===== src/rtl/spram_arbiter.sv =====
// Two-client round-robin arbiter in front of a single-port SRAM.
// Each cycle it accepts at most one request and registers it into the SRAM
// issue stage. A {valid, owner} tag follows each read, so the read data goes
// back to the client that asked for it two cycles after acceptance.
module spram_arbiter #(
    parameter int ADDR_W = 14,
    parameter int DATA_W = 16
) (
    input  logic              clk,
    input  logic              reset,

    input  logic              a_valid,
    input  logic              a_we,
    input  logic [ADDR_W-1:0] a_addr,
    input  logic [DATA_W-1:0] a_wdata,
    output logic              a_ready,
    output logic              a_rvalid,
    output logic [DATA_W-1:0] a_rdata,

    input  logic              b_valid,
    input  logic              b_we,
    input  logic [ADDR_W-1:0] b_addr,
    input  logic [DATA_W-1:0] b_wdata,
    output logic              b_ready,
    output logic              b_rvalid,
    output logic [DATA_W-1:0] b_rdata,

    output logic              ram_we,
    output logic [ADDR_W-1:0] ram_addr,
    output logic [DATA_W-1:0] ram_din,
    input  logic [DATA_W-1:0] ram_dout
);

    // Identifies a client. Used for the round-robin history and for the read tags.
    typedef enum logic {
        GRANT_A = 1'b0,
        GRANT_B = 1'b1
    } grant_t;

    grant_t              last_grant;
    logic                grant_a;
    logic                grant_b;
    logic                accept;
    logic                sel_we;
    logic [ADDR_W-1:0]   sel_addr;
    logic [DATA_W-1:0]   sel_wdata;

    logic                tag1_valid;
    grant_t              tag1_owner;
    logic                tag2_valid;
    grant_t              tag2_owner;

    logic [DATA_W-1:0]   a_rdata_hold;
    logic [DATA_W-1:0]   b_rdata_hold;

    // Decide who is ready. A lone requester always wins. When both request,
    // the client that was not granted last wins. Nobody is ready while reset is high.
    always_comb begin
        a_ready = 1'b0;
        b_ready = 1'b0;
        if (!reset) begin
            if (a_valid && (!b_valid || last_grant == GRANT_B))
                a_ready = 1'b1;
            if (b_valid && (!a_valid || last_grant == GRANT_A))
                b_ready = 1'b1;
        end
    end

    // Select the accepted transfer. A client's inputs are only looked at here.
    always_comb begin
        grant_a   = a_valid && a_ready;
        grant_b   = b_valid && b_ready;
        accept    = grant_a || grant_b;
        sel_we    = a_we;
        sel_addr  = a_addr;
        sel_wdata = a_wdata;
        if (grant_b) begin
            sel_we    = b_we;
            sel_addr  = b_addr;
            sel_wdata = b_wdata;
        end
    end

    // Round-robin history. It moves only when a transfer is actually accepted.
    always_ff @(posedge clk) begin
        if (reset)
            last_grant <= GRANT_B;
        else if (accept)
            last_grant <= grant_b ? GRANT_B : GRANT_A;
    end

    // SRAM issue stage. The write enable pulses once per accepted write.
    // Address and data hold their values on idle cycles.
    always_ff @(posedge clk) begin
        if (reset) begin
            ram_we   <= 1'b0;
            ram_addr <= '0;
            ram_din  <= '0;
        end else begin
            ram_we <= accept && sel_we;
            if (accept) begin
                ram_addr <= sel_addr;
                ram_din  <= sel_wdata;
            end
        end
    end

    // Read tag pipeline. The tag is in stage 1 while the SRAM sees the address,
    // and in stage 2 while the SRAM presents the data.
    always_ff @(posedge clk) begin
        if (reset) begin
            tag1_valid <= 1'b0;
            tag1_owner <= GRANT_A;
            tag2_valid <= 1'b0;
            tag2_owner <= GRANT_A;
        end else begin
            tag1_valid <= accept && !sel_we;
            tag1_owner <= grant_b ? GRANT_B : GRANT_A;
            tag2_valid <= tag1_valid;
            tag2_owner <= tag1_owner;
        end
    end

    // Read data passes straight through on the return cycle. A copy is kept
    // so each client sees its last value while its rvalid is low.
    always_ff @(posedge clk) begin
        if (reset) begin
            a_rdata_hold <= '0;
            b_rdata_hold <= '0;
        end else begin
            if (a_rvalid)
                a_rdata_hold <= ram_dout;
            if (b_rvalid)
                b_rdata_hold <= ram_dout;
        end
    end

    assign a_rvalid = tag2_valid && (tag2_owner == GRANT_A);
    assign b_rvalid = tag2_valid && (tag2_owner == GRANT_B);
    assign a_rdata  = a_rvalid ? ram_dout : a_rdata_hold;
    assign b_rdata  = b_rvalid ? ram_dout : b_rdata_hold;

endmodule

===== config.mk =====
export PLATFORM = sky130hd
export DESIGN_NAME = spram_arbiter
export DESIGN_NICKNAME = d
export VERILOG_FILES = /design/src/rtl/spram_arbiter.sv
export SDC_FILE = /design/constraint.sdc
export NUM_CORES = 1
export LEC_CHECK = 0
export BUFFER_PORTS_ARGS = -buffer_cell sky130_fd_sc_hd__buf_2
export CAP_MARGIN = 25
export CORE_MARGIN = 2
export CORE_UTILIZATION = 41
export DETAILED_ROUTE_END_ITERATION = 6
export PLACE_DENSITY = 0.77
export SKIP_CTS_REPAIR_TIMING = 1
export SYNTH_ARGS = -nofsm -noshare
export SYNTH_HDL_FRONTEND = slang
export SYNTH_SLANG_ARGS = --single-unit

===== constraint.sdc =====
create_clock -name clk -period 1.3 [get_ports clk]
set_input_delay 0.13 -clock clk [delete_from_list [all_inputs] [get_ports clk]]
set_output_delay 0.13 -clock clk [all_outputs]
set_load 0.02 [all_outputs]

* Word-level counts from Yosys, hierarchy flattened
Index checks and enable logic that the tools add are counted.
W data, S select, Z words.
** Cells by class
- Reduce and logical (&&, ||, !) cells :: 14
- Bitwise logic cells :: 2
- Muxes and demuxes :: 10
** Operators with widths (count)
- $mux W16 :: 3
- $mux W14 :: 1
- $logic_and A1 B1 Y1 :: 8
- $mux W1 :: 6
- $logic_not A1 Y1 :: 3
- $logic_or A1 B1 Y1 :: 3
- $not A1 Y1 :: 2
** Word-level totals
- Word-level logic and storage cells :: 36
- Register bits after elaboration :: 68
- Bits of input ports :: 82
- Output and inout port bits :: 67

* Depth between registers and ports, before layout
Gate-level depths: netlist of run 1.
- Depth in word-level cells :: 9
- Mapped depth :: 5
- Gate-level depth less buffers :: 3

* Least setup slack after synthesis of run 1
OpenSTA, ideal clock, no wires.
- Path kind :: flip-flop to flip-flop
- Start point :: register tag2_valid
- End point :: register a_rdata_hold[10]
- Cell stages (with the launch flop) :: 6
- Setup time :: 0.128 ns
- Buffers on the path :: 2
- Period minus slack after synthesis :: 1.520 ns
- Arrival :: 1.392 ns
- Slack :: -0.220 ns
- Cells stage by stage :: dfxtp_1 > nor2b_1 > buf_2 > buf_4 > mux2_1 > nor2b_1
** On the way
- Cells in the longest elaborated chain, start to end :: 2
** Ends and longest elaborated chain
- from (decl) :: RTL line 50 : logic tag2_valid;
- from (signal assigned) :: RTL line 119 : tag2_valid <= tag1_valid;
- $logic_and A1 B1 Y1 :: RTL line 138 : assign a_rvalid = tag2_valid && (tag2_owner == GRANT_A);
- via a_rvalid :: RTL line 17 : output logic a_rvalid,
- $mux W16
- via a_rdata[10] :: RTL line 18 : output logic [DATA_W-1:0] a_rdata,
- to (signal assigned) :: RTL line 132 : a_rdata_hold <= ram_dout;
- to (decl) :: RTL line 53 : logic [DATA_W-1:0] a_rdata_hold;
The timed path passes the listed nets, and every way through them passes these cells.
A chain may end at the register's enable or synchronous reset.

* Worst setup path after layout of run 1
- Start point :: register tag2_valid
- End point :: output port a_rdata[3]
** On the way
- Cells in the longest elaborated chain, start to end :: 2
** Ends and longest elaborated chain (RTL line)
- $logic_and A1 B1 Y1 :: 138
- $mux W16
- to (decl) :: 18
Every way passes these cells.

==> results of run 1 <==
-- cells in the mapped netlist --
cell type	count
inv_1	31
and3b_1	1
and2_1	2
nand2_1	2
or2_2	1
nor3_1	1
o21ai_0	1
nor3b_1	1
nor2_1	1
nand2b_1	1
mux2_1	1
clkbuf_2	1
clkbuf_1	16
a2111oi_0	30
nor2b_1	36
mux2_2	31
nor2b_4	1
buf_2	4
a221o_1	30
a21bo_2	1
dfxtp_1	68
a21oi_1	1
buf_6	4
nand3_1	1
buf_4	1
-- metrics by stage --
stage / power, uW / cell area (um2) / std cells / worst slack [ns] / TNS, ns
3_5_place_dp: 3087 / 3795 / 488 / -0.3414 / -10.13
2_1_floorplan: 2747 / 2914 / 268 / -0.05485 / -0.4893
4_1_cts: 5085 / 4031 / 504 / -0.4252 / -11.27
5_1_grt: 5394 / 4400 / 510 / -0.3936 / -12.47
6_report: 5179 / 4400 / 510 / -0.3488 / -10.24
3_3_place_gp: 3072 / 3795 / 488 / -0.2621 / -7.940
-- area by class of cell --
cell class              instances  area (um2)
clock buffers                  13       168.9
clock inverters                 3       67.56
fillers                       536        2356
inverters                      31       116.4
multi-input cells             143        1475
flip-flops and latches         68        1364
well taps                      80       100.1
repair buffers                172        1109
-- kinds of logic (layout without fill, tap and decap cells) --
logic type             count (synthesis)  count (layout)  share of synthesized area, %
DFF                                   68              68                         47.59
AOI/OAI and AO/OA                     63              63                         20.38
buffers and inverters                 57             219                         8.880
and+or+nand+nor                       48              48                         10.54
muxes                                 32              32                         12.60
-- worst paths after layout --
path         startpoint               end  slack, ns
max          tag2_valid        a_rdata[3]      -0.35
max reg2reg  tag2_valid  a_rdata_hold[11]      -0.13
min reg2reg  tag1_owner        tag2_owner       0.44
min           b_addr[9]       ram_addr[9]       0.02
-- power groups by stage --
stage | logic, uW | registers (uW) | clock network, uW
3_3_place_gp | 777 | 2290 | 0
3_5_place_dp | 794 | 2290 | 0
4_1_cts | 793 | 2250 | 2040
5_1_grt | 1000 | 2260 | 2130
6_report | 936 | 2250 | 1990
2_1_floorplan | 353 | 2390 | 0
-- flip-flops by register name, indices dropped and copies added, names as in the netlist --
| signal | cells |
|---|---|
| a_rdata_hold | 16 |
| b_rdata_hold | 16 |
| ram_din | 16 |
| ram_addr | 14 |
| last_grant | 1 |
| ram_we | 1 |
| tag1_owner | 1 |
| tag1_valid | 1 |
| tag2_owner | 1 |
| tag2_valid | 1 |
-- metal layers --
metal	track usage (%)	wire, um	vias to the layer above
met5	0	0	-
met4	8.392	128	0
met3	5.687	606	13
met1	22.51	3259	1266
met2	30.10	3741	133
li1	-	-	1291
==> qor_table.md, run 1 <==
| Item | Value | Unit |
|---|---|---|
| Total stage count of the critical path | 4 | - |
| Setup-failing EPs final | 40 | - |
| Synthesized flop and latch total | 68 | - |
| Post-detailed-route via-to-cell ratio | 5.300 | - |
| Power Internal | 3884 | uW |
| Routability congestion estimate from global placement | 0.7256 | - |
| TritonCTS clock tree | built | - |
| Share of final-layout standard cells stronger than drive strength 1 | 57.67 | % |
| WP buf/inv | 2 | - |
| Maximum ir drop on the vdd rail | 486.1 | uV |
| Worst Setup Path Type | reg2out | - |
| Period minus WS final | 1.649 | ns |
| Post-synth design cell area | 2860 | um2 |
| Worst clock skew | 0.004917 | ns |
| Power density over cell area | 1177 | nW/um2 |
| First-pass iteration count of the detailed router | 4 | - |
| Cell family contributing the most delay on the critical path | flip-flops | - |
| CORE AREA | 6756 | um2 |
| Static Leakage | 0.002135 | uW |
| Cells taking the most area after synthesis | dfxtp_1 (48%), mux2_2 (12%), a221o_1 (10%) | - |
| Proportion of power drawn by the clock network | 38.4 | % |
| Number of remaining DRC errors | 0 | - |
| Normalized max-slew margin | 45.20 | % |
| Leading cell types in the layout, fill and taps excluded | buf_2 (129), dfxtp_1 (66), inv_1 (31), a221o_1 (30), nor2b_1 (28) | - |
| Sequential Power Share | 43.5 | % |
| CTS Buf Count | 9 | - |
| First-pass GRT wire length | 11160 | um |
| Highest cell delay on the worst timing path | 0.34 | ns |
| Final core occ | 65.13 | % |
| Root buf cell | clkbuf_8 | - |
| Number of standard-cell rows in the floorplan | 30 | - |
| Most area-hungry cell type in the Yosys netlist | dfxtp_1 | - |
| Wire per inst | 15.17 | um |
| Register area share after synthesis | 47.59 | % |
| Total nets after synthesis | 350 | - |
| Switching portion of total power | 25.00 | % |
| Max-cap check violation count | 0 | - |
| Critical Path RT | 1.17 | ns |
| Status | finished, violations left | - |
| DIE HEIGHT | 87.53 | um |
| DIE AREA | 7661 | um2 |
| Global route total overflow | 0 | - |
| Total half-perimeter wirelength after legalization and detailed placement | 5180 | um |
| Number of distinct library cell variants in the gate-level netlist after synthesis | 25 | - |
| Gate count of the mapped netlist | 268 | - |
| IO buf count | 148 | - |
| Detailed router's first-iteration violation count | 55 | - |
| Worst hold slack | 0.02062 | ns |
| Num ports | 149 | - |
| CP arrival | 1.52 | ns |
| Cell depth of the worst hold path | 2 | - |
| Clock edge transition at the registers on the reported setup and hold paths | 0.07 | ns |
| Maximum number of pins on one net before global-route repair | 34 | - |
| Initial core utilization | 42.33 | % |
| Portion of synthesized cell area occupied by the leading cell type | 47.59 | % |
| Period utilisation layout | 126.8 | % |
| Average footprint of a synthesized cell | 10.67 | um2 |
| Final number of hold-violating endpoints | 0 | - |
| Hold crit path type | in2reg | - |
| Antenna diode count | 0 | - |
| Antenna violations before repair | 0 | - |
| Setup repair after global routing missed its margin | true | - |
| Worst Setup Slack, final | -0.3488 | ns |
| Worst Setup Start Kind | flip-flop | - |
| Skew-Pair Late Insertion Delay | 0.33 | ns |
| Num Clock Sinks | 68 | - |
| Via count of the first global-routing pass | 2465 | - |
| Slowest CP cell | dfxtp_2 | - |
| H-tree Lvls | 3 | - |
| Die Width | 87.53 | um |
| Total via count after detailed routing | 2703 | - |
| Power share of the combinational group | 18.1 | % |
| Final ANT Viol Nets | 0 | - |
| Most common cell after layout, fill and taps aside | buf_2 | - |
| Cell chain of the critical path | nor2b_4 -> buf_8 -> mux2_4 -> buf_6 | - |
| Max Root-Sink Buffers | 2 | - |
| Total number of nets in the final design | 507 | - |
| All-layer global routing usage | 18.52 | % |
| Worst-margin pin slew | 0.8201 | ns |
| Number of synthesis warnings | 0 | - |
| Max Freq | 606.5 | MHz |
| Pins over their slew limit | 0 | - |
| Layout overhead on the synthesized area | 53.85 | % |
| Final routed wirelength across all metal layers | 7735 | um |
| Violations in the final reports | setup timing | - |
| NetSw | 1295 | uW |
| Largest driver fanout on the critical path | 7 | - |
| Capturing element type of the critical path | output pin | - |
| Worst reg2reg path depth | 5 | - |
Power figures use the tool's default switching activity.
==> run 2: changes to the inputs <==
- BUFFER_PORTS_ARGS: -buffer_cell sky130_fd_sc_hd__buf_2 -> unset
- CORE_UTILIZATION: 41 -> 45
- CTS_CLUSTER_DIAMETER: unset -> 200
- DONT_BUFFER_PORTS: unset -> 1
- PLACE_DENSITY: 0.77 -> unset
==> qor_table.md, run 2 (same netlist as run 1, synthesis figures left out) <==
| Item | Value | Unit | Change |
|---|---|---|---|
| Status | finished, violations left | - |  |
| Violations in the final reports | setup timing | - |  |
| Leading cell types in the layout, fill and taps excluded | dfxtp_1 (65), nor2b_1 (35), dlygate4sd3_1 (32), inv_1 (30), a221o_1 (30) | - |  |
| Cell chain of the critical path | nor2b_4 -> buf_12 -> buf_4 -> mux2_4 | - |  |
| Setup_tns | -10.35 | ns | -0.1123 ns |
| Highest cell delay on the worst timing path | 0.36 | ns | +0.02 ns |
| Worst-margin pin slew | 0.4191 | ns | -0.4010 ns |
| Initial core utilization | 45.83 | % | +3.5 points |
| Final-layout fill cell count | 499 | - | -6.9% |
| Pins over their slew limit | 0 | - | unchanged |
| CP arrival | 1.49 | ns | -0.03 ns |
| TritonCTS clock tree | built | - |  |
| Total number of nets in the final design | 421 | - | -17% |
| Slowest CP cell | dfxtp_2 | - |  |
| Antenna violations before repair | 0 | - | unchanged |
| All-layer global routing usage | 18.73 | % | +0.21 points |
| Layout overhead on the synthesized area | 45.67 | % |  |
| Worst Setup Slack, final | -0.3215 | ns | +0.02725 ns |
| DIE AREA | 7010 | um2 | -8.5% |
| Num ports | 149 | - | unchanged |
| Worst Setup Path Type | reg2out | - |  |
| Clock edge transition at the registers on the reported setup and hold paths | 0.07 | ns | about the same |
| Period minus WS final | 1.622 | ns | -0.02725 ns |
| Maximum number of pins on one net before global-route repair | 70 | - | +110% |
| Multi-input combinational cell area | 1409 | um2 | -4.5% |
| Footprint of the flip-flops and latches | 1365 | um2 | about the same |
| Power density over cell area | 1169 | nW/um2 | -0.69% |
| DIE HEIGHT | 83.73 | um | -4.3% |
| Total via count after detailed routing | 2340 | - | -13% |
| First-pass iteration count of the detailed router | 4 | - | unchanged |
| Setup-failing EPs final | 54 | - | +35% |
| Total half-perimeter wirelength after legalization and detailed placement | 4349 | um | -16% |
| First-pass GRT wire length | 10570 | um | -5.3% |
| Share of final-layout standard cells stronger than drive strength 1 | 33.72 | % | -24 points |
| Detailed router's first-iteration violation count | 82 | - | +49% |
| Capturing element type of the critical path | output pin | - |  |
| Root buf cell | clkbuf_8 | - |  |
| Normalized max-slew margin | 71.34 | % | +26 points |
| Largest registers in the final layout | a_rdata_hold x16, b_rdata_hold x16, ram_din x16 | - |  |
| Final number of hold-violating endpoints | 0 | - | unchanged |
| CTS Buf Count | 9 | - | unchanged |
| Final ANT Viol Nets | 0 | - | unchanged |
| Wire per inst | 18.75 | um | +24% |
| Num Clock Sinks | 68 | - | unchanged |
| Post-DP Area | 3206 | um2 | -16% |
| IO buf count | 0 | - | -100% |
| Via count of the first global-routing pass | 2161 | - | -12% |
| Final core occ | 66.76 | % | +1.6 points |
| Pre-CTS WS | -0.08377 | ns | +0.2577 ns |
| Number of remaining DRC errors | 0 | - | unchanged |
| Worst clock skew | 0.008979 | ns | +0.004062 ns |
| Routability congestion estimate from global placement | 0.7076 | - | -2.5% |
| Static Leakage | 0.001815 | uW | -15% |
| Die Width | 83.73 | um | -4.3% |
| Number of standard-cell rows in the floorplan | 29 | - | -3.3% |
| Post-detailed-route via-to-cell ratio | 5.558 | - | +4.9% |
| Skew-Pair Late Insertion Delay | 0.34 | ns | about the same |
| Maximum ir drop on the vdd rail | 723.1 | uV | +49% |
| Largest driver fanout on the critical path | 11 | - | +4 |
| Worst Setup Start Kind | flip-flop | - |  |
| H-tree Lvls | 3 | - | unchanged |
| Worst hold slack | 0.06115 | ns | +0.04053 ns |
| Max Root-Sink Buffers | 2 | - | unchanged |
| Period utilisation layout | 124.7 | % | -2.1 points |
| Most common cell after layout, fill and taps aside | dfxtp_1 | - |  |
| Hold crit path type | in2reg | - |  |
| CORE AREA | 6241 | um2 | -7.6% |
| Antenna diode count | 0 | - | unchanged |
| Max-cap check violation count | 0 | - | unchanged |
| Final routed wirelength across all metal layers | 7894 | um | +2.1% |
| Global route total overflow | 0 | - | unchanged |
| Max Freq | 616.7 | MHz | +1.7% |
| Critical Path RT | 1.17 | ns | about the same |
| Setup repair after global routing missed its margin | true | - |  |
| Final instance area | 4167 | um2 | -5.3% |
run 2: changes by cell type in the layout (fill, tap and decap cells not counted), moves of 6 or more:
cell           previous run  this run
mux2_4                   16        25
nor2b_4                   9         2
dlygate4sd3_1             0        32
a2111oi_2                11         2
buf_2                   129         0
a2111oi_0                 6        13
buf_4                    16        22
nor2b_1                  28        35
mux2_2                   16         7
run 2: report_power, final:
part | leakage [uW] | switching (uW) | total [uW] | internal [uW]
sequential | 0.000558 | 179 | 2370 | 2200
clock | 0.000109 | 810 | 1880 | 1070
combinational | 0.00115 | 264 | 612 | 349
run 2: worst paths after layout:
path,startpoint,end,slack (ns),cells after the start
hold / removal,a_we,ram_we,0.06,2
setup / recovery,tag2_owner,a_rdata[13],-0.32,4
setup reg to reg,tag2_owner,a_rdata_hold[8],-0.11,5
hold reg to reg,tag1_valid,tag2_valid,0.44,1
run 2: final cells by class:
| type | instances | area share (%) |
|---|---|---|
| clock buffers | 9 | 2.973 |
| clock inverters | 7 | 2.192 |
| inverters | 31 | 2.883 |
| multi-input cells | 143 | 33.81 |
| flip-flops and latches | 68 | 32.76 |
| well taps | 77 | 2.312 |
| repair buffers | 86 | 23.06 |
run 2: stage by stage:
| step | std cells | power, uW |
|---|---|---|
| after floorplan | 268 | 2747 |
| after CTS | 374 | 4710 |
| after global routing | 421 | 5072 |
| after detailed placement | 358 | 2830 |
| final | 421 | 4870 |
| after global placement | 358 | 2824 |
run 2: worst max-delay path, delay by kind of cell (launching register included):
family / cells / cell delay [ns]
buffers and inverters: 2 / 0.30
flip-flops: 1 / 0.36
multiplexers: 1 / 0.36
AND/OR/NAND/NOR: 1 / 0.14
run 2: routing by layer:
layer,routed length (um),GRT usage [%],vias to the layer above
met5,0,0,-
met4,57,6.158,0
met3,585,7.319,6
met2,3867,29.75,105
met1,3384,23.36,1108
li1,-,-,1121
==> run 3: changes to the inputs <==
- BUFFER_PORTS_ARGS: unset -> -buffer_cell sky130_fd_sc_hd__buf_4
- CORE_UTILIZATION: 45 -> 41
- DONT_BUFFER_PORTS: 1 -> unset
- PLACE_DENSITY: unset -> 0.77
==> qor_table.md, run 3 (same netlist as run 1, synthesis figures left out) <==
| Item | Value | Unit | Change |
|---|---|---|---|
| Hold crit path type | in2reg | - |  |
| Setup-failing EPs final | 32 | - | -41% |
| First-pass iteration count of the detailed router | 4 | - | unchanged |
| Worst Setup Start Kind | flip-flop | - |  |
| Placed cells | 489 | - | +37% |
| Overall power of the completed layout | 4902 | uW | +0.66% |
| Static Leakage | 0.002175 | uW | +20% |
| IO buf count | 148 | - | +148 |
| Leading cell types in the layout, fill and taps excluded | buf_4 (141), dfxtp_1 (65), inv_1 (31), a221o_1 (30), nor2b_1 (30) | - |  |
| Critical Path RT | 1.17 | ns | about the same |
| Final ANT Viol Nets | 0 | - | unchanged |
| Worst hold slack | 0.02477 | ns | -0.03638 ns |
| Max Root-Sink Buffers | 2 | - | unchanged |
| Critical path's most frequent cell | buf_6 | - |  |
| Max Freq | 609.0 | MHz | -1.2% |
| Root buf cell | clkbuf_8 | - |  |
| Share of final-layout standard cells stronger than drive strength 1 | 55.16 | % | +21 points |
| First-pass GRT wire length | 11830 | um | +12% |
| Most common cell after layout, fill and taps aside | buf_4 | - |  |
| Period utilisation layout | 126.3 | % | +1.6 points |
| Antenna violations before repair | 0 | - | unchanged |
| Die Width | 87.53 | um | +4.5% |
| Normalized max-slew margin | 73.53 | % | +2.2 points |
| Post-route non-filler standard cell count | 506 | - | +20% |
| Worst-margin pin slew | 0.3870 | ns | -0.03206 ns |
| Layout overhead on the synthesized area | 60.50 | % |  |
| Initial core utilization | 42.33 | % | -3.5 points |
| Worst Setup Slack, final | -0.3419 | ns | -0.02042 ns |
| Number of remaining DRC errors | 0 | - | unchanged |
| Capturing element type of the critical path | output pin | - |  |
| Skew-Pair Late Insertion Delay | 0.33 | ns | about the same |
| DIE HEIGHT | 87.53 | um | +4.5% |
| Number of standard-cell rows in the floorplan | 30 | - | +3.4% |
| Post-detailed-route via-to-cell ratio | 5.241 | - | -5.7% |
| Largest driver fanout on the critical path | 7 | - | -4 |
| DIE AREA | 7661 | um2 | +9.3% |
| Final routed wirelength across all metal layers | 7928 | um | +0.43% |
| Power density over cell area | 1068 | nW/um2 | -8.6% |
| TritonCTS clock tree | built | - |  |
| Max-cap check violation count | 0 | - | unchanged |
| Fraction of met1 tracks used by global routing | 24.00 | % | +0.64 points |
| Period minus WS final | 1.642 | ns | +0.02042 ns |
| Global routing's busiest layer | met2 | - |  |
| Setup repair after global routing missed its margin | true | - |  |
| Cell chain of the critical path | nor2b_4 -> buf_6 -> mux2_4 -> buf_6 | - |  |
| Antenna diode count | 0 | - | unchanged |
| Worst clock skew | 0.009303 | ns | +0.0003246 ns |
| Global route total overflow | 0 | - | unchanged |
| Slowest CP cell | dfxtp_2 | - |  |
| Total half-perimeter wirelength after legalization and detailed placement | 5457 | um | +25% |
| All-layer global routing usage | 19.43 | % | +0.70 points |
| Worst Setup Path Type | reg2out | - |  |
| Wire per inst | 15.67 | um | -16% |
| Num Clock Sinks | 68 | - | unchanged |
| Clock edge transition at the registers on the reported setup and hold paths | 0.07 | ns | about the same |
| Final number of hold-violating endpoints | 0 | - | unchanged |
| Routability congestion estimate from global placement | 0.7163 | - | +1.2% |
| Violations in the final reports | setup timing | - |  |
| H-tree Lvls | 3 | - | unchanged |
| WP buf/inv | 2 | - | unchanged |
| Cell family contributing the most delay on the critical path | flip-flops | - |  |
| Status | finished, violations left | - |  |
| Maximum ir drop on the vdd rail | 539.5 | uV | -25% |
| Maximum number of pins on one net before global-route repair | 44 | - | -37% |
| Highest cell delay on the worst timing path | 0.34 | ns | -0.02 ns |
| Total via count after detailed routing | 2652 | - | +13% |
| CP arrival | 1.51 | ns | +0.02 ns |
| Met3 usage | 7.109 | % | -0.21 points |
| Final core occ | 67.94 | % | +1.2 points |
| Total number of nets in the final design | 503 | - | +19% |
| Detailed router's first-iteration violation count | 83 | - | +1.2% |
| Num ports | 149 | - | unchanged |
| CTS Buf Count | 9 | - | unchanged |
| CORE AREA | 6756 | um2 | +8.3% |
| Pins over their slew limit | 0 | - | unchanged |
| Largest registers in the final layout | a_rdata_hold x16, b_rdata_hold x16, ram_din x16 | - |  |
| M2 GR Usage | 32.44 | % | +2.7 points |
| Via count of the first global-routing pass | 2613 | - | +21% |
[run 3: cell count changes in the layout (fill, tap and decap cells not counted), moves of 2 or more]
| cell | before | now |
|---|---|---|
| buf_4 | 22 | 141 |
| dlygate4sd3_1 | 32 | 0 |
| mux2_2 | 7 | 16 |
| mux2_4 | 25 | 16 |
| nor2b_1 | 35 | 30 |
| nor2b_4 | 2 | 6 |
| clkbuf_16 | 4 | 1 |
| a2111oi_1 | 15 | 13 |
| buf_8 | 2 | 0 |
| clkbuf_1 | 0 | 2 |
[run 3: final timing paths]
check / from / endpoint / slack, ns / depth (start not counted)
min reg2reg: tag1_owner / tag2_owner / 0.44 / 1
max: tag2_valid / a_rdata[1] / -0.34 / 4
min: b_wdata[11] / ram_din[11] / 0.02 / 2
max reg2reg: tag2_valid / a_rdata_hold[0] / 0.01 / 4
[run 3: layer usage]
layer | wire length, um | part of all wire, % | vias to the layer above
li1 | - | - | 1291
met1 | 3387 | 43 | 1224
met2 | 3800 | 48 | 130
met3 | 662 | 8.4 | 7
met4 | 78 | 0.98 | 0
met5 | 0 | 0 | -
[run 3: report_power, final]
group	internal, uW	leakage [uW]	total [uW]	switching [uW]
clock network	878	0.0000931	1640	760
logic	544	0.00152	1010	461
registers	2200	0.000558	2260	61.2
[run 3: area by class of cell]
| class | instances | area [um2] |
|---|---|---|
| Inverter | 31 | 116.4 |
| Tap cell | 80 | 100.1 |
| Timing Repair Buffer | 168 | 1420 |
| Fill cell | 540 | 2166 |
| Sequential cell | 68 | 1365 |
| Clock inverter | 5 | 52.55 |
| Multi-Input combinational cell | 143 | 1405 |
| Clock buffer | 11 | 131.4 |
[run 3: stage by stage]
| step | setup slack (ns) | cell area, um2 | TNS, ns |
|---|---|---|---|
| 6_report | -0.3419 | 4591 | -9.722 |
| 5_1_grt | -0.3997 | 4591 | -12.07 |
| 4_1_cts | -0.3952 | 4369 | -10.72 |
| 3_5_place_dp | -0.03279 | 4185 | -0.3181 |
| 3_3_place_gp | -0.03465 | 4185 | -0.06871 |
| 2_1_floorplan | -0.05485 | 2914 | -0.4893 |
[run 3: worst reg2reg max path, delay by kind of cell, from the launching register on]
| kind | cells | cell delay, ns |
|---|---|---|
| flip-flops | 1 | 0.34 |
| AND/OR/NAND/NOR | 2 | 0.34 |
| multiplexers | 1 | 0.32 |
| buffers and inverters | 1 | 0.18 |
